`src/rtl/serial_to_parallel.sv`:
```
// -----------------------------------------------------------------------------
// serial_to_parallel
//
// Purpose:
//   Deserializer placed directly after the single-bit capture flip-flop. Bits
//   qualified by sin_valid are shifted into a WIDTH-bit shift register. Each
//   completed word is copied into a one-word holding register and offered on a
//   valid/ready port, so the shifter keeps filling while the word waits.
//
// Configuration:
//   SERIAL_TO_PARALLEL_PARITY_EN - when defined, each frame is WIDTH data bits
//   followed by one even-parity bit. The parity bit is not stored in pout, and
//   parity_err flags a word whose data bits XOR the parity bit give 1. When it
//   is undefined, a frame is WIDTH bits and parity_err is tied to 0.
//
// Parameters:
//   WIDTH      bits per word, 2..32
//   MSB_FIRST  1: first received bit lands in pout[WIDTH-1]; 0: in pout[0]
//
// Ports:
//   clk         in   clock, all state changes on the rising edge
//   rst         in   asynchronous, active-high reset
//   sin         in   serial data bit from the upstream flip-flop q
//   sin_valid   in   sin carries a bit this cycle
//   sin_ready   out  a bit is accepted this cycle
//   pout        out  assembled word (WIDTH bits)
//   pout_valid  out  pout holds a complete word
//   pout_ready  in   consumer takes the word this cycle
//   parity_err  out  parity result for the word on pout, valid with pout_valid
// -----------------------------------------------------------------------------
module serial_to_parallel #(
    parameter int WIDTH     = 8,
    parameter bit MSB_FIRST = 1'b1
) (
    input  logic             clk,
    input  logic             rst,
    input  logic             sin,
    input  logic             sin_valid,
    output logic             sin_ready,
    output logic [WIDTH-1:0] pout,
    output logic             pout_valid,
    input  logic             pout_ready,
    output logic             parity_err
);

`ifdef SERIAL_TO_PARALLEL_PARITY_EN
    localparam int FRAME = WIDTH + 1;
`else
    localparam int FRAME = WIDTH;
`endif

    localparam int               CNT_W    = $clog2(FRAME);
    localparam logic [CNT_W-1:0] CNT_LAST = CNT_W'(FRAME - 1);

    logic [WIDTH-1:0] sh_q, sh_d;
    logic [CNT_W-1:0] cnt_q, cnt_d;
    logic [WIDTH-1:0] pout_q, pout_d;
    logic             hold_full_q, hold_full_d;
    logic             parity_err_q, parity_err_d;

    logic             last_bit;
    logic             accept;
    logic [WIDTH-1:0] sh_shift;

    // Stall only at the final bit position of a frame while the holding
    // register is still occupied; depends on registers alone.
    assign last_bit  = (cnt_q == CNT_LAST);
    assign sin_ready = !(last_bit && hold_full_q);
    assign accept    = sin_valid && sin_ready;

    assign sh_shift = MSB_FIRST ? {sh_q[WIDTH-2:0], sin}
                                : {sin, sh_q[WIDTH-1:1]};

    // NOTE: every signal assigned here receives a default first, so no path
    // leaves it unassigned and no latch is inferred.
    always_comb begin
        sh_d         = sh_q;
        cnt_d        = cnt_q;
        pout_d       = pout_q;
        hold_full_d  = hold_full_q;
        parity_err_d = parity_err_q;

        // Release. A word completion cannot coincide with this because
        // sin_ready is low at the last bit whenever hold_full_q is set, so the
        // completion below can safely override it.
        if (hold_full_q && pout_ready) begin
            hold_full_d = 1'b0;
        end

        if (accept) begin
            if (last_bit) begin
                cnt_d       = '0;
                hold_full_d = 1'b1;
`ifdef SERIAL_TO_PARALLEL_PARITY_EN
                // The final bit is the parity bit: the data is already in sh_q.
                pout_d       = sh_q;
                parity_err_d = (^sh_q) ^ sin;
`else
                sh_d         = sh_shift;
                pout_d       = sh_shift;
`endif
            end else begin
                sh_d  = sh_shift;
                cnt_d = cnt_q + CNT_W'(1);
            end
        end
    end

    // NOTE: state registers use non-blocking assignments so every register
    // samples the pre-edge values computed above, independent of statement order.
    always_ff @(posedge clk or posedge rst) begin
        if (rst) begin
            sh_q         <= '0;
            cnt_q        <= '0;
            pout_q       <= '0;
            hold_full_q  <= 1'b0;
            parity_err_q <= 1'b0;
        end else begin
            sh_q         <= sh_d;
            cnt_q        <= cnt_d;
            pout_q       <= pout_d;
            hold_full_q  <= hold_full_d;
            parity_err_q <= parity_err_d;
        end
    end

    assign pout       = pout_q;
    assign pout_valid = hold_full_q;

`ifdef SERIAL_TO_PARALLEL_PARITY_EN
    assign parity_err = parity_err_q;
`else
    // Without a parity bit there is nothing to check.
    assign parity_err = 1'b0;
`endif

endmodule

```
`config.mk`:
```
export PLATFORM = sky130hd
export DESIGN_NAME = serial_to_parallel
export DESIGN_NICKNAME = d
export VERILOG_FILES = /design/src/rtl/serial_to_parallel.sv
export SDC_FILE = /design/constraint.sdc
export NUM_CORES = 1
export LEC_CHECK = 0
export CORE_UTILIZATION = 48
export CTS_CLUSTER_SIZE = 20
export DETAILED_ROUTE_END_ITERATION = 8
export PLACE_DENSITY = 0.81
export SLEW_MARGIN = 30
export SYNTH_ARGS = -nofsm -noshare
export SYNTH_HDL_FRONTEND = slang
export SYNTH_SLANG_ARGS = --single-unit
export TNS_END_PERCENT = 30
```
`constraint.sdc`:
```
create_clock -name clk -period 2 [get_ports clk]
set_clock_uncertainty 0.05 [all_clocks]
set_input_delay 0.6 -clock clk [delete_from_list [all_inputs] [get_ports clk]]
set_output_delay 0.6 -clock clk [all_outputs]
set_load 0.02 [all_outputs]
```
# Yosys cells after proc, flatten, opt, wreduce, memory -nomap -nowiden
# Cells that the tools add are included.
# W data, S select, Z words.
# totals
out_inout_bits	11
inputBits	5
romBits	0
n_memories	0
register_bits	19
mem_bits_rw	0
latchBits	0
# op_classes
div_mod_pow	0
n_bitwise	0
n_addsub	1
n_eq_ne	1
shift	0
mul	0
n_mux	4
order_cmp	0
reduce_logical	5
# ops
op	n
$add A3 B1 Y3 const B	1
$eq A3 B3 Y1 const B	1
$logic_and A1 B1 Y1	3
$mux W1	3
$mux W3	1
$reduce_and A2 Y1	1
$logic_not A1 Y1	1

# Logic depth before layout (Yosys ltp)
# Gate-level depths: netlist (run 1).
# depth
word_depth	5
depth_mapped	5
depth_no_buf	4

# Worst setup path before layout (run 1)
# Ideal clock, no wire load.
# synth_timing
path_type	register -> output
from	register cnt_q[0]
to	output sin_ready
stages_incl_launch_ff	4
path_slack_ps	364
arrival_time_ps	986
required_time_ps	1350
n_path_buf	0
path_cell_list	dfrtp_1 > ha_1 > ha_1 > nand2_1
# synth_between
elab_chain_cells	3
# synth_lines
element	line	source
start: declaration	56	logic [CNT_W-1:0] cnt_q, cnt_d;
start signal: assignment	120	cnt_q <= cnt_d;
$eq A3 B3 Y1	67	assign last_bit = (cnt_q == CNT_LAST);
$logic_and A1 B1 Y1	68	assign sin_ready = !(last_bit && hold_full_q);
$logic_not A1 Y1	68	
end: declaration	39	output logic sin_ready,
# No other way between the ends.

# Worst setup path after layout (run 1)
# Ends and elaborated chain as after synthesis.

==> results.yml, run 1 <==
placed_design:
  hpwl_um: 924
  placed_cell_area_um2: 1000
  pre_cts_ws_ns: -0.102
  io_buffers: 14
  gp_congestion: 0.643
timing:
  rsz0062_at_grt: "no"
  max_freq_mhz: 516
  period_needed_ns: 1.94
  period_share_pct: 96.9
  finalSetupViolations: 0
  hold_viol: 0
  worst_slack_ns: 0.0620
  slew_violations: 0
detailed_routing:
  drcViolationCount: 0
  drt_iter0_markers: 3
  first_pass_iters: 3
  drtAntennaViolNets: 0
  via_count: 446
  vias_per_cell: 5.13
  postRouteWirelength_um: 1280
  routedWlPerCell_um: 14.7
global_route:
  antenna_found_initial: 0
  grt_pass1_wl_um: 2310
  grt_pass1_vias: 486
  grt.total_usage_pct: 18.5
  grt_overflow_total: 0
  grt_start_max_net_pins: 20
floorplan:
  start_util_pct: 52.7
  die_h_um: 43.1
  die_w_um: 43.1
  rows: 14
  die-area_um2: 1860
  core-area_um2: 1540
  pin_count: 16
worst_hold_path:
  holdPathEnd: "pout[4]$_DFFE_PP0P_"
  min-delay-path-class: "register to register"
  hold_depth: 1
  hold_start: "pout[4]$_DFFE_PP0P_"
synth:
  synthCells: 50
  syn_area_um2: 812
  yosys-top-cells-area: "dfrtp_1 (59%), mux2_4 (17%), mux2_2 (11%)"
  syn-num-nets: 57
  yosysMostFrequentCell: "dfrtp_1"
  synthFlopType: "dfrtp_1"
  ys_top_cells_by_count: "dfrtp_1 (19), mux2_4 (9), mux2_2 (8)"
  ys.warnings.count: 0
  ys_types: 14
  avgSynthCellArea_um2: 16.2
  synth_top_area_share_pct: 58.6
  yosysTopAreaCell: "dfrtp_1"
  ys_ff_latch: 19
  synth_edf_count: 0
  async_flop_share_pct: 100
  seq_area_frac_synth_pct: 58.6
clock_tree:
  cts_max_level: 1
  numCtsBuffers: 3
  cts_tree: "built"
  clock_path_buffers: 2
  clk_pin_slew_ns: 0.10
  clk_latency_ns: 0.29
  cts_sinks: 19
  postCtsHoldBufs: 0
  clock-root-buffer: "clkbuf_4"
setup_path:
  end_kind: "output port"
  critPathMaxStageDelay_ns: 0.42
  worst-path-max-fanout: 2
  slowest_stage: "dfrtp_1"
  r2r-start: "cnt_q[0]$_DFFE_PP0P_"
  critPathBufInv: 1
  worst_ep_arrival_time_ns: 1.29
  crit_type: "register to output port"
  critPathLaunchType: "register"
  cp_top_family: "flip-flops"
  crit_chain: "ha_2, ha_1, nand2_1, buf_4"
  r2r-end: "sh_q[5]$_DFFE_PP0P_"
  ff2ff_setup_slack_ns: 0.26
  rr_worst_depth: 6
  cp.required_ns: 1.35
power_and_ir_drop:
  switchingPower_uw: 466
  p_int_mw: 1.01
  seq_power_share_pct: 44.1
  p_leak_nw: 0.499
  p_comb_share_pct: 43.1
  p_sw_share_pct: 31.6
  p_clk_share_pct: 12.8
  finalPower_mw: 1.47
  power.density_nw_per_um2: 1430
  peakVddDrop_v: 0.000852
finish:
  area_growth_pct: 26.7
  n_fill_cell: 128
  insertedDiodeCount: 0
  final_area_um2: 1030
  drive_gt1_share_pct: 40.8
  final_core_util_pct: 66.7
  fin_nets: 79
  seq_area_um2: 475
  multi_input_area_um2: 309
run:
  maxCapViolCount: 0
run_status:
  status: "completed"
-- cells by family (layout without fill, tap and decap cells) --
| family | after synthesis | count (layout) | synth area share [%] |
|---|---|---|---|
| other | 1 | 1 | 0.462 |
| adder cells (fa/ha/maj) | 2 | 2 | 3.08 |
| AO/OA/AOI/OAI | 3 | 3 | 3.08 |
| AND/OR/NAND/NOR | 3 | 3 | 3.39 |
| multiplexers | 17 | 17 | 27.7 |
| buffers and inverters | 5 | 26 | 3.70 |
| flip-flops | 19 | 19 | 58.6 |
-- area by class of cell --
class | count | share of cell area (%)
Clock buffer | 4 | 2.55
Multi-Input combinational cell | 26 | 30.0
Inverter | 3 | 1.09
Timing Repair Buffer | 19 | 18.1
Tap cell | 16 | 1.95
Sequential cell | 19 | 46.2
-- per-layer routing --
metal | vias up | part of all wire (%) | GRT usage, %
met1 | 219 | 48 | 24.6
met2 | 10 | 46 | 26.0
met4 | 0 | 3.1 | 12.7
li1 | 212 | - | -
met3 | 5 | 2.8 | 5.11
met5 | - | 0 | 0
-- layout by cell type (no fill, tap or decap), drive strengths merged --
cell type and count:
inv 3, dlygate4sd2 1, o21ai 1, nor2 1, a21boi 1, clkbuf 4, conb 1, o2bb2ai 1
nand3b 1, nand2 1, dfrtp 19, ha 2, clkdlybuf4s50 12, mux2 17, buf 6
-- power by group through the flow --
stage	Combinational (mW)	Clock, mW	Sequential, mW
global placement	0.626	0	0.645
detailed placement	0.648	0	0.660
finish	0.636	0.189	0.650
floorplan	0.284	0	0.743
CTS	0.645	0.197	0.653
global route	0.685	0.211	0.673
-- per-stage QoR --
| step | cells | TNS (ns) | hold slack (ns) |
|---|---|---|---|
| after detailed placement | 83 | -0.102 | 0.442 |
| final | 87 | 0 | 0.462 |
| after global placement | 83 | -0.0329 | 0.439 |
| after global routing | 87 | 0 | 0.493 |
| after floorplan | 50 | 0 | 0.428 |
| after CTS | 87 | 0 | 0.466 |
-- sequential cells by signal, summed over array words and instances (netlist names) --
| name | flops |
|---|---|
| cnt_q | 3 |
| pout | 8 |
| pout_valid | 1 |
| sh_q | 7 |
-- worst max path at each step --
stage               slack (ns)                 start   endpoint  cells past startpoint
floorplan                 0.36  cnt_q[0]$_DFFE_PP0P_  sin_ready                      3
global placement         -0.03  cnt_q[0]$_DFFE_PP0P_  sin_ready                      4
global route              0.02  cnt_q[0]$_DFFE_PP0P_  sin_ready                      4
finish                    0.06  cnt_q[0]$_DFFE_PP0P_  sin_ready                      4
CTS                       0.02  cnt_q[0]$_DFFE_PP0P_  sin_ready                      4
detailed placement       -0.10  cnt_q[0]$_DFFE_PP0P_  sin_ready                      4
-- timing repair --
action | CTS | global route
setup endpoints to repair | 2 | 1
setup buffers | 0 | 0
resized for setup | 6 | 1
gates cloned | 0 | 0
Power figures use the tool's default switching activity.
==> run 2, diff against run 1 <==
--- a/config.mk
+++ b/config.mk
@@ -13,4 +13,3 @@
 export SYNTH_ARGS = -nofsm -noshare
 export SYNTH_HDL_FRONTEND = slang
 export SYNTH_SLANG_ARGS = --single-unit
-export TNS_END_PERCENT = 30
==> results of run 2 <==
The final DEF is identical to that of run 1; final timing and power are the same.
